[config.mk]
export PLATFORM = sky130hd
export DESIGN_NAME = multi_cycle_ctrl
export DESIGN_NICKNAME = d
export VERILOG_FILES = /design/src/rtl/multi_cycle_ctrl.sv
export SDC_FILE = /design/constraint.sdc
export NUM_CORES = 1
export LEC_CHECK = 0
export ABC_CLOCK_PERIOD_IN_PS = 2500
export BUFFER_PORTS_ARGS = -buffer_cell sky130_fd_sc_hd__buf_4
export CORE_AREA = 2 2 43 45
export DETAILED_ROUTE_END_ITERATION = 8
export DIE_AREA = 0 0 45 47
export GPL_ROUTABILITY_DRIVEN = 1
export PLACE_DENSITY = 0.7
export RECOVER_POWER = 50
export SETUP_SLACK_MARGIN = 0.02
export SLEW_MARGIN = 20
export SYNTH_ARGS = -nofsm -noshare
export SYNTH_HDL_FRONTEND = slang
export SYNTH_SLANG_ARGS = --single-unit
[constraint.sdc]
create_clock -name CLK -period 2.5 [get_ports CLK]
set_input_delay 0.75 -clock CLK [delete_from_list [all_inputs] [get_ports CLK]]
set_output_delay 0.75 -clock CLK [all_outputs]
set_load 0.005 [all_outputs]
[src/rtl/multi_cycle_ctrl.sv]
// Control FSM for a multi-cycle CPU: sequences IF/ID/EXE/MEM/WB and drives datapath selects/enables.
// Optional MEM_WAIT_EN: MEM stalls until mem_ready, holding the memory strobe.
module multi_cycle_ctrl #(
  parameter int OPW    = 6,
  parameter int ALUOPW = 3
) (
  input  logic              CLK,
  input  logic              RST_n,
  input  logic [OPW-1:0]    opcode,
  input  logic              zero,
  input  logic              mem_ready,
  output logic              PCWre,
  output logic              IRWre,
  output logic [1:0]        PCSrc,
  output logic              ALUSrcA,
  output logic              ALUSrcB,
  output logic [ALUOPW-1:0] ALUOp,
  output logic              ExtSel,
  output logic [1:0]        RegDst,
  output logic              WrRegDSrc,
  output logic              DBDataSrc,
  output logic              RegWre,
  output logic              mRD,
  output logic              mWR,
  output logic [3:0]        state
);

  typedef enum logic [3:0] {
    S_IF     = 4'd0,
    S_ID     = 4'd1,
    S_EXE_AL = 4'd2,
    S_EXE_BR = 4'd3,
    S_EXE_LS = 4'd4,
    S_MEM    = 4'd5,
    S_WB_AL  = 4'd6,
    S_WB_LD  = 4'd7,
    S_HALT   = 4'd8
  } state_e;

  localparam logic [OPW-1:0] OP_ADD  = 6'b000000;
  localparam logic [OPW-1:0] OP_SUB  = 6'b000001;
  localparam logic [OPW-1:0] OP_ADDI = 6'b000010;
  localparam logic [OPW-1:0] OP_OR   = 6'b010000;
  localparam logic [OPW-1:0] OP_AND  = 6'b010001;
  localparam logic [OPW-1:0] OP_ORI  = 6'b010010;
  localparam logic [OPW-1:0] OP_SLL  = 6'b011000;
  localparam logic [OPW-1:0] OP_SLT  = 6'b100111;
  localparam logic [OPW-1:0] OP_SW   = 6'b110000;
  localparam logic [OPW-1:0] OP_LW   = 6'b110001;
  localparam logic [OPW-1:0] OP_BEQ  = 6'b110100;
  localparam logic [OPW-1:0] OP_J    = 6'b111000;
  localparam logic [OPW-1:0] OP_JR   = 6'b111001;
  localparam logic [OPW-1:0] OP_JAL  = 6'b111010;
  localparam logic [OPW-1:0] OP_HALT = 6'b111111;

  localparam logic [ALUOPW-1:0] ALU_ADD = 3'b000;
  localparam logic [ALUOPW-1:0] ALU_SUB = 3'b001;
  localparam logic [ALUOPW-1:0] ALU_SLL = 3'b010;
  localparam logic [ALUOPW-1:0] ALU_OR  = 3'b011;
  localparam logic [ALUOPW-1:0] ALU_AND = 3'b100;
  localparam logic [ALUOPW-1:0] ALU_SLT = 3'b110;

  state_e state_q, state_d;

  logic is_rtype, is_alui, is_ls;
  logic pcwre_raw, irwre_raw, regwre_raw, mrd_raw, mwr_raw;
  logic mem_go;

  always_ff @(posedge CLK or negedge RST_n) begin
    if (!RST_n) state_q <= S_IF;
    else        state_q <= state_d;
  end

  assign is_rtype = (opcode == OP_ADD) || (opcode == OP_SUB) || (opcode == OP_OR) ||
                    (opcode == OP_AND) || (opcode == OP_SLL) || (opcode == OP_SLT);
  assign is_alui  = (opcode == OP_ADDI) || (opcode == OP_ORI);
  assign is_ls    = (opcode == OP_LW) || (opcode == OP_SW);

`ifdef MEM_WAIT_EN
  assign mem_go = mem_ready;
`else
  logic mem_ready_unused;
  assign mem_ready_unused = mem_ready;
  assign mem_go = 1'b1;
`endif

  // Operand/ALU selects decode straight from the IR opcode, which is stable for
  // the whole instruction, so they naturally hold from EXE through MEM/WB.
  always_comb begin
    ALUOp = ALU_ADD;
    unique case (opcode)
      OP_SUB, OP_BEQ: ALUOp = ALU_SUB;
      OP_SLL:         ALUOp = ALU_SLL;
      OP_OR, OP_ORI:  ALUOp = ALU_OR;
      OP_AND:         ALUOp = ALU_AND;
      OP_SLT:         ALUOp = ALU_SLT;
      default:        ALUOp = ALU_ADD;
    endcase
    ALUSrcA   = (opcode == OP_SLL);
    ALUSrcB   = is_alui || is_ls;
    ExtSel    = (opcode == OP_ADDI) || is_ls || (opcode == OP_BEQ);
    RegDst    = (opcode == OP_JAL) ? 2'b00 : (is_rtype ? 2'b10 : 2'b01);
    WrRegDSrc = (opcode != OP_JAL);
    DBDataSrc = (opcode == OP_LW);
  end

  always_comb begin
    state_d    = state_q;
    pcwre_raw  = 1'b0;
    irwre_raw  = 1'b0;
    regwre_raw = 1'b0;
    mrd_raw    = 1'b0;
    mwr_raw    = 1'b0;
    PCSrc      = 2'b00;
    unique case (state_q)
      S_IF: begin
        irwre_raw = 1'b1;
        state_d   = S_ID;
      end
      S_ID: begin
        if (opcode == OP_J || opcode == OP_JAL) begin
          pcwre_raw  = 1'b1;
          PCSrc      = 2'b11;
          regwre_raw = (opcode == OP_JAL);
          state_d    = S_IF;
        end else if (opcode == OP_JR) begin
          pcwre_raw = 1'b1;
          PCSrc     = 2'b10;
          state_d   = S_IF;
        end else if (opcode == OP_HALT) begin
          state_d = S_HALT;
        end else if (opcode == OP_BEQ) begin
          state_d = S_EXE_BR;
        end else if (is_ls) begin
          state_d = S_EXE_LS;
        end else if (is_rtype || is_alui) begin
          state_d = S_EXE_AL;
        end else begin
          // Undefined opcode retires as a NOP.
          pcwre_raw = 1'b1;
          state_d   = S_IF;
        end
      end
      S_EXE_AL: state_d = S_WB_AL;
      S_EXE_BR: begin
        pcwre_raw = 1'b1;
        PCSrc     = zero ? 2'b01 : 2'b00;
        state_d   = S_IF;
      end
      S_EXE_LS: state_d = S_MEM;
      S_MEM: begin
        if (opcode == OP_LW) begin
          mrd_raw = 1'b1;
          if (mem_go) state_d = S_WB_LD;
        end else begin
          mwr_raw = (opcode == OP_SW);
          if (mem_go) begin
            pcwre_raw = 1'b1;
            state_d   = S_IF;
          end
        end
      end
      S_WB_AL, S_WB_LD: begin
        regwre_raw = 1'b1;
        pcwre_raw  = 1'b1;
        state_d    = S_IF;
      end
      S_HALT:  state_d = S_HALT;
      default: state_d = S_IF;
    endcase
  end

  // Enables are gated by reset so nothing fires while RST_n is low, even though
  // the state register already reads IF.
  assign PCWre  = pcwre_raw  & RST_n;
  assign IRWre  = irwre_raw  & RST_n;
  assign RegWre = regwre_raw & RST_n;
  assign mRD    = mrd_raw    & RST_n;
  assign mWR    = mwr_raw    & RST_n;
  assign state  = state_q;

endmodule

==> After elaboration in Yosys (flattened, before gate mapping) <==
Cells that the tools add are included.
{ "word_totals": {"register_bits": 4, "in_bits": 10, "out_inout_bits": 21, "wordCells": 77} }
{ "op_classes": {"eq_ne": 23, "n_mux": 30, "n_bitwise": 5, "reduce_logical": 18} }
{ "ops": {"columns": ["cell", "n"], "rows": [
  ["6-bit equality test (second input constant)", 8],
  ["6-bit by 5-bit equality test with 1-bit output (second input constant)", 4],
  ["4-bit one-hot mux with 6 select lines", 1],
  ["4-bit by 3-bit equality test with 1-bit output (second input constant)", 4],
  ["3-bit one-hot mux with 5 select lines", 1],
  ["1-bit 2-to-1 mux", 14],
  ["1-bit logical OR", 12],
  ["4-bit 2-to-1 mux", 3],
  ["2-bit 2-to-1 mux", 5],
  ["3-bit 2-to-1 mux", 3],
  ["4-bit by 2-bit equality test with 1-bit output (second input constant)", 2],
  ["6-bit by 1-bit equality test with 1-bit output (second input constant)", 1],
  ["6-bit by 2-bit equality test with 1-bit output (second input constant)", 1],
  ["6-bit zero test", 1],
  ["6-bit != test (second input constant)", 1],
  ["2-bit OR reduction", 3],
  ["1-bit bitwise AND", 5],
  ["4-bit by 1-bit equality test with 1-bit output (second input constant)", 1],
  ["4-bit equality test (second input constant)", 1],
  ["4-bit zero test", 1],
  ["2-bit one-hot mux with 2 select lines", 1],
  ["1-bit one-hot mux with 3 select lines", 1],
  ["3-bit OR reduction", 1],
  ["1-bit one-hot mux with 2 select lines", 1]
]} }

==> Longest topological paths before layout <==
Gate-level depths: netlist of run 1.
{ "depth": {"word_depth": 15, "ltp_mapped": 6} }

==> Worst setup path after synthesis of run 1 <==
OpenSTA, ideal clock, no wires.
{ "synth_path": {"path_type": "input to output", "start": "in opcode[5]", "end": "out PCWre", "arrival_time_ps": 1623, "required_time_ps": 1750, "path_slack_ps": 127, "path_stages": 5, "path_cell_list": "buf_6 -> or2_4 -> a211oi_4 -> nor3_1 -> a22o_1"} }
{ "synth_via": {"elab_chain_len": 15, "word_cells_on_any_way": 33, "cone_classes": "eq/ne: 14; mux: 8; bitwise: 1; reduce/logical: 10"} }
{ "synth_rtl": {"columns": ["item", "line", "rtl"], "rows": [
  ["start, declared", "9", "input logic [OPW-1:0] opcode,"],
  ["6-bit by 1-bit equality test with 1-bit output / 6-bit zero test (equally long branches)", "74", "assign is_rtype = (opcode == OP_ADD) || (opcode == OP_SUB) || (opcode == OP_OR) ||"],
  ["1-bit logical OR (3 in a row)", "74", null],
  ["1-bit logical OR (2 in a row)", "75", "(opcode == OP_AND) || (opcode == OP_SLL) || (opcode == OP_SLT);"],
  ["1-bit logical OR", "136", "end else if (is_rtype || is_alui) begin"],
  ["1-bit 2-to-1 mux", "136", null],
  ["1-bit 2-to-1 mux", "134", "end else if (is_ls) begin"],
  ["1-bit 2-to-1 mux", "132", "end else if (opcode == OP_BEQ) begin"],
  ["1-bit 2-to-1 mux", "130", "end else if (opcode == OP_HALT) begin"],
  ["1-bit 2-to-1 mux", "126", "end else if (opcode == OP_JR) begin"],
  ["1-bit 2-to-1 mux", "121", "if (opcode == OP_J || opcode == OP_JAL) begin"],
  ["1-bit one-hot mux with 3 select lines (*)", "115", "unique case (state_q)"],
  ["1-bit bitwise AND (*)", "175", "assign PCWre = pcwre_raw & RST_n;"],
  ["end, declared", "12", "output logic PCWre,"]
]} }
Every way passes the cells marked *; elsewhere a longest branch is shown, timed or not.

==> Worst setup path after layout of run 1 <==
{ "layout_path": {"start": "in opcode[4]", "end": "out PCWre"} }
Same word-level chain as after synthesis.

==> results.rst, run 1 <==
.. list-table::
   :header-rows: 1

   * - Metric
     - Value
   * - Data arrival time of the critical path
     - 1.71 ns
   * - Maximum number of pins on one net before global-route repair
     - 12
   * - Measured slew at the worst slew-check pin
     - 0.4583 ns
   * - Area of the placeable core
     - 1652 sq um
   * - Worst path cell trace
     - buf_12, nand4b_1, nor3_4, nor3_2, a22o_1, buf_4
   * - Number of fill cells in the layout
     - 149
   * - Type of the worst min-delay path
     - input port to async pin
   * - Largest cells by area after synthesis
     - sky130_fd_sc_hd__dfrtp_1 14%, sky130_fd_sc_hd__nor2_1 7.4%, sky130_fd_sc_hd__buf_6 6.3%
   * - Number of nets at the end of the flow
     - 155
   * - P_int
     - 0.0003280 W
   * - Switching pwr
     - 0.0002209 W
   * - Critical path's largest stage delay
     - 0.25 ns
   * - Number of violations of the max-capacitance limit
     - 0
   * - Max Root-Sink Buffers
     - 2
   * - Area enclosed by the die boundary
     - 2115 sq um
   * - Share of async-settable or async-resettable flops after synthesis
     - 1.000
   * - Worst reg-to-reg setup slack
     - 1.23 ns
   * - Vias after detailed routing
     - 888
   * - Most numerous cell in the Yosys netlist
     - sky130_fd_sc_hd__nor2_1
   * - Launch point of the worst path
     - opcode[4]
   * - Placer Congestion
     - 0.8454
   * - Fmax
     - 405.7 MHz
   * - Fraction of power consumed by the clock network
     - 0.146
   * - Layout Cell Area excl Fill
     - 1140 sq um
   * - Final period demand of the worst path
     - 2.465 ns
   * - Drt first-iter violations
     - 12
   * - Share of layout cells above drive strength 1
     - 0.5035
   * - Cell count of the worst reg-to-reg path
     - 4
   * - Switching part of the total
     - 0.4024
   * - Number of CTS-inserted buffers
     - 3
   * - Final period util
     - 0.9859
   * - Relative slew slack
     - 0.6921
   * - Wire length after detailed routing
     - 1997 um
   * - Wire length of the first global-routing pass
     - 3194 um
   * - Effective utilization at floorplan
     - 0.4303
   * - I/O pin count
     - 31
   * - Synthesis-to-layout area growth
     - 60.39%
   * - Primary FF master, synth
     - sky130_fd_sc_hd__dfrtp_1
   * - Count of warnings emitted by yosys
     - 0
   * - Number of endpoints failing setup at the final stage
     - 0
   * - WP data required
     - 1.75 ns
   * - Number of hold violations in the final report
     - 0
   * - Core occupancy in the finished layout
     - 0.6902
   * - Register share of total power
     - 0.186
   * - Post-route setup slack
     - 0.03536 ns
   * - Number of remaining DRC errors
     - 0
   * - CTS tree
     - done
   * - Syn Std Cell Area
     - 710.7 sq um
   * - Status
     - completed
   * - Leakage
     - 0.5587 nW
   * - Die width
     - 45 um
   * - Post-synth top cells
     - 14 x sky130_fd_sc_hd__nor2_1, 7 x sky130_fd_sc_hd__nand2_1, 7 x sky130_fd_sc_hd__nor3_1
   * - RSZ-0062 raised after global routing
     - true
   * - Critical Path Source Type
     - input port
   * - Average wire per cell in the routed design
     - 12.48 um
   * - Synthesized area per cell
     - 7.403 sq um
   * - Crit end category
     - output pin
   * - Max FFs per register
     - 4
   * - Vias per cell
     - 5.550
   * - Portion of the post-synthesis area used by sequential elements
     - 0.1408
   * - Synth top area share
     - 0.1408
   * - Final Max Tran Viols
     - 0
   * - Share of total power in combinational logic
     - 0.667
   * - Cell type contributing the most total cell area after synthesis
     - sky130_fd_sc_hd__dfrtp_1
   * - Global router's overall resource usage
     - 0.2002
   * - Clock transition at the registers of the reported paths
     - 0.04 ns
   * - Insertion delay to the later sink of the worst-skew pair
     - 0.23 ns
   * - Final ANT Viol Nets
     - 0
   * - # H-tree levels
     - 1
   * - Placement-stage worst setup slack
     - -0.07040 ns
   * - Net count after synthesis
     - 106
   * - Worst Setup Path Type
     - input port to output pin
   * - Max VDD drop
     - 0.2915 mV
   * - Initial antenna violation count
     - 0
   * - Port buffer count
     - 29
   * - Root buffer cell
     - sky130_fd_sc_hd__clkbuf_4
   * - Worst reg2reg path startpoint
     - state[1]$_DFF_PN0_
   * - Synthesis-stage register bit count
     - 4
   * - Total clock sinks
     - 4
   * - Placement-stage cell area
     - 1016 sq um
   * - Number of placement rows
     - 15
   * - Total grt overflow
     - 0
   * - Total inserted antenna cells
     - 0
   * - Number of global-route vias before repair
     - 792
   * - Count of flip-flops with a built-in enable after synthesis
     - 0
   * - Die Y-Extent
     - 47 um
   * - Peak fanout along the critical path
     - 8
   * - Number of library cell types mapped by synthesis
     - 39
   * - Post-detailed-placement half-perimeter wirelength
     - 1524 um
   * - Router iterations before antenna repair
     - 4
   * - Areal power density over the cells
     - 481.6 nW/um^2
   * - Slowest library cell on the worst path
     - sky130_fd_sc_hd__nand4b_1
   * - Clock skew after layout
     - 0.004351 ns
   * - Post-synthesis cell count
     - 96
[through the flow]
| stage | power [W] | instances | TNS, ns | hold WS [ns] |
|---|---|---|---|---|
| finish | 0.0005489 | 160 | 0 | 0.3161 |
| global placement | 0.0004483 | 153 | -0.04775 | 0.5614 |
| floorplan | 0.0003291 | 96 | 0 | 0.4544 |
| detailed placement | 0.0004562 | 153 | -0.07556 | 0.5628 |
| global route | 0.0005940 | 160 | -0.03014 | 0.3180 |
| CTS | 0.0005456 | 158 | 0 | 0.3129 |
[final cells by class]
type                    instances  area, sq um  share of cell area
flip-flops and latches          4        100.1             0.08782
repair buffers                 54        452.9              0.3974
multi-input cells              78        528.0              0.4632
clock buffers                   3        22.52             0.01976
inverters                       4        15.01             0.01317
well taps                      17        21.27             0.01866
[final timing paths]
check | end
worst min-delay path | state[2]$_DFF_PN0_
worst min register to register | state[3]$_DFF_PN0_
worst max-delay path | PCWre
min in group CLK | state[3]$_DFF_PN0_
max in group asynchronous | state[0]$_DFF_PN0_
worst max register to register | state[1]$_DFF_PN0_
[critical path, delay by kind of cell]
family / cells / cell delay, ns
compound gates: 1 / 0.19
buf+inv: 2 / 0.24
simple gates: 3 / 0.53
[cell families (layout without fill, tap and decap cells)]
group	Yosys count	after routing	share of synthesized area
DFF	4	4	0.1409
AOI/OAI and AO/OA	20	20	0.2183
and+or+nand+nor	58	58	0.4736
buffers and inverters	14	61	0.1672
[layer usage]
metal | global-route usage | up-vias | wire length [um]
li1 | - | 449 | -
met2 | 0.3514 | 24 | 1026
met5 | 0 | - | 0
met4 | 0.06471 | 0 | 0
met1 | 0.2627 | 415 | 886
met3 | 0.01154 | 0 | 84
[power by group through the flow]
stage | Combinational (W) | Clock [W] | Sequential, W
CTS | 0.000361 | 0.0000822 | 0.000103
global route | 0.000401 | 0.0000874 | 0.000106
finish | 0.000366 | 0.0000802 | 0.000102
global placement | 0.000346 | 0 | 0.000103
detailed placement | 0.000353 | 0 | 0.000104
floorplan | 0.000227 | 0 | 0.000103
[repair_timing]
| item | CTS | global route |
|---|---|---|
| pin swaps | 5 | 7 |
| endpoints found under the setup margin | 4 | 7 |
| resized for setup | 11 | 7 |
| setup buffers | 2 | 2 |
| hold buffers | 0 | 0 |
[cell usage in the layout, fill, tap and decap left out, types with 2 or more instances in the layout]
cell type                  count
sky130_fd_sc_hd__buf_4        47
sky130_fd_sc_hd__nor2_1       12
sky130_fd_sc_hd__nand2_1       7
sky130_fd_sc_hd__nor3_1        5
sky130_fd_sc_hd__a21oi_1       5
sky130_fd_sc_hd__nand4_1       4
sky130_fd_sc_hd__buf_6         4
sky130_fd_sc_hd__dfrtp_1       4
sky130_fd_sc_hd__inv_1         3
sky130_fd_sc_hd__nor3b_1       3
sky130_fd_sc_hd__nand3b_1      3
sky130_fd_sc_hd__and3_1        3
sky130_fd_sc_hd__clkbuf_4      3
sky130_fd_sc_hd__nand3_1       2
sky130_fd_sc_hd__nand4b_1      2
sky130_fd_sc_hd__nor3_2        2
sky130_fd_sc_hd__nand2b_1      2
sky130_fd_sc_hd__a31oi_1       2
sky130_fd_sc_hd__nor2b_1       2
sky130_fd_sc_hd__buf_12        2
No activity file was read; power rests on OpenSTA's default activity.
==> run 2: changes to the inputs <==
- REMOVE_ABC_BUFFERS: default -> 1
==> results.rst, run 2 (same netlist as run 1, synthesis figures left out) <==
.. list-table::
   :header-rows: 1

   * - Metric
     - Value
   * - Commonest cells after routing, fill and taps aside
     - 47 x sky130_fd_sc_hd__buf_4, 13 x sky130_fd_sc_hd__nor2_1, 7 x sky130_fd_sc_hd__nand2_1
   * - Clock skew after layout
     - 0.005399 ns (+0.001047 ns)
   * - Clock transition at the registers of the reported paths
     - 0.04 ns (about the same)
   * - Worst Setup Path Type
     - input port to output pin
   * - Root buffer cell
     - sky130_fd_sc_hd__clkbuf_4
   * - Setup TNS
     - 0 ns (unchanged)
   * - Max FFs per register
     - 4 (unchanged)
   * - CTS tree
     - done
   * - Number of remaining DRC errors
     - 0 (unchanged)
   * - Total clock sinks
     - 4 (unchanged)
   * - Effective utilization at floorplan
     - 0.4303 (unchanged)
   * - Data arrival time of the critical path
     - 1.69 ns (-0.02 ns)
   * - Most common library cell in the layout ignoring fill and taps
     - sky130_fd_sc_hd__buf_4
   * - Status
     - completed
   * - RSZ-0062 raised after global routing
     - true
   * - Placer Congestion
     - 0.8038 (-4.9%)
   * - Critical path's largest stage delay
     - 0.26 ns (about the same)
   * - Final ANT Viol Nets
     - 0 (unchanged)
   * - Slowest library cell on the worst path
     - sky130_fd_sc_hd__nor3_2
   * - WP data required
     - 1.75 ns (about the same)
   * - Number of placement rows
     - 15 (unchanged)
   * - Dpl cells
     - 152 (-0.65%)
   * - Final period demand of the worst path
     - 2.439 ns (-0.02581 ns)
   * - Area of the placeable core
     - 1652 sq um (unchanged)
   * - P_int
     - 0.0003285 W (+0.15%)
   * - Worst path cell trace
     - buf_12, nand4b_1, nor3_2, nor3_1, a22o_1, buf_4
   * - Layout Cell Area excl Fill
     - 1152 sq um (+1.1%)
   * - Max VDD drop
     - 0.3428 mV (+18%)
   * - Measured slew at the worst slew-check pin
     - 0.3309 ns (-0.1274 ns)
   * - Total inserted antenna cells
     - 0 (unchanged)
   * - Vias after detailed routing
     - 908 (+2.3%)
   * - Share of layout cells above drive strength 1
     - 0.5069 (+0.003448)
   * - Global router's overall resource usage
     - 0.2086 (+0.008439)
   * - Maximum number of pins on one net before global-route repair
     - 14 (+2)
   * - Relative slew slack
     - 0.7794 (+0.08726)
   * - Peak fanout along the critical path
     - 6 (-2)
   * - Insertion delay to the later sink of the worst-skew pair
     - 0.25 ns (+0.02 ns)
   * - Number of buffers inserted by hold repair at cts
     - 0 (unchanged)
   * - Placement-stage cell area
     - 996.0 sq um (-2.0%)
   * - Number of violations of the max-capacitance limit
     - 0 (unchanged)
   * - Number of nets at the end of the flow
     - 156 (+0.65%)
   * - Port buffer count
     - 29 (unchanged)
   * - Area enclosed by the die boundary
     - 2115 sq um (unchanged)
   * - Switching pwr
     - 0.0002336 W (+5.7%)
   * - Initial antenna violation count
     - 0 (unchanged)
   * - Wire length of the first global-routing pass
     - 3243 um (+1.5%)
   * - Fraction of power consumed by the clock network
     - 0.157 (+0.011)
   * - Core occupancy in the finished layout
     - 0.6977 (+0.007575)
   * - Areal power density over the cells
     - 487.8 nW/um^2 (+1.3%)
   * - Final Max Tran Viols
     - 0 (unchanged)
   * - Leakage
     - 0.5631 nW (+0.80%)
   * - # H-tree levels
     - 1 (unchanged)
   * - Share of total power in combinational logic
     - 0.598 (-0.069)
   * - Final period util
     - 0.9755 (-0.01032)
   * - Fmax
     - 410.0 MHz (+1.1%)
   * - Max Root-Sink Buffers
     - 2 (unchanged)
   * - Switching part of the total
     - 0.4156 (+0.01314)
   * - Die Y-Extent
     - 47 um (unchanged)
   * - Die width
     - 45 um (unchanged)
   * - Router iterations before antenna repair
     - 4 (unchanged)
   * - Number of global-route vias before repair
     - 735 (-7.2%)
   * - Number of endpoints failing setup at the final stage
     - 0 (unchanged)
   * - Drt first-iter violations
     - 12 (unchanged)
   * - Total grt overflow
     - 0 (unchanged)
   * - Post-detailed-placement half-perimeter wirelength
     - 1544 um (+1.4%)
   * - Count of placed standard cells in the final layout, fillers left out
     - 161 (+0.63%)
   * - Wire length after detailed routing
     - 2218 um (+11%)
   * - Critical Path Source Type
     - input port
   * - Number of CTS-inserted buffers
     - 3 (unchanged)
   * - Average wire per cell in the routed design
     - 13.78 um (+10%)
   * - Type of the worst min-delay path
     - input port to async pin
   * - Number of hold violations in the final report
     - 0 (unchanged)
   * - Register share of total power
     - 0.245 (+0.059)
   * - Total power
     - 0.0005621 W (+2.4%)
   * - Vias per cell
     - 5.640 (+1.6%)
   * - Crit end category
     - output pin
   * - I/O pin count
     - 31 (unchanged)
   * - Synthesis-to-layout area growth
     - 62.15%
[run 2: worst paths after layout]
check / from / endpoint / slack (ns) / cells after the start
hold / removal: RST_n / state[0]$_DFF_PN0_ / 0.30 / 1
hold reg to reg: state[1]$_DFF_PN0_ / state[2]$_DFF_PN0_ / 0.58 / 2
max in group asynchronous: RST_n / state[2]$_DFF_PN0_ / 2.07 / 1
setup / recovery: opcode[4] / PCWre / 0.06 / 6
min in group CLK: state[1]$_DFF_PN0_ / state[2]$_DFF_PN0_ / 0.58 / 2
setup reg to reg: state[0]$_DFF_PN0_ / state[1]$_DFF_PN0_ / 1.28 / 5
[run 2: power by group through the flow]
stage	sequential, W	clock [W]	combinational, W
after CTS	0.000135	0.0000884	0.000319
final	0.000138	0.0000881	0.000336
after global placement	0.000134	0	0.000307
after floorplan	0.000136	0	0.000140
after detailed placement	0.000136	0	0.000315
after global routing	0.000143	0.0000916	0.000371
[run 2: repair_timing]
action,CTS,global route
gates cloned,0,1
setup buffers,1,4
setup endpoints to repair,3,8
pin swaps,1,11
hold endpoints to repair,0,0
gates resized for setup,6,13
[run 2: through the flow]
step           setup slack, ns  hold WS [ns]
2_1_floorplan           0.2481        0.4544
3_3_place_gp          -0.02813        0.5612
3_5_place_dp          -0.02921        0.5619
4_1_cts                0.01455        0.2982
5_1_grt              -0.005013        0.2956
6_report               0.06117        0.3003
[run 2: worst max-delay path, delay by kind of cell]
| kind | cells | cell delay [ns] |
|---|---|---|
| AO/OA/AOI/OAI | 1 | 0.17 |
| AND/OR/NAND/NOR | 3 | 0.53 |
| buffers and inverters | 2 | 0.23 |
[run 2: layer usage]
| layer | vias to the layer above | wire [um] | GRT usage |
|---|---|---|---|
| li1 | 448 | - | - |
| met1 | 420 | 883 | 0.2546 |
| met2 | 35 | 1138 | 0.3800 |
| met3 | 5 | 155 | 0.02308 |
| met4 | 0 | 40 | 0.07059 |
| met5 | - | 0 | 0 |
[run 2: cell type report]
| cell class | count | area [sq um] |
|---|---|---|
| fillers | 141 | 499.2 |
| multi-input cells | 78 | 518.0 |
| repair buffers | 55 | 474.2 |
| well taps | 17 | 21.27 |
| clock buffers | 3 | 22.52 |
| inverters | 4 | 15.01 |
| flip-flops and latches | 4 | 101.3 |
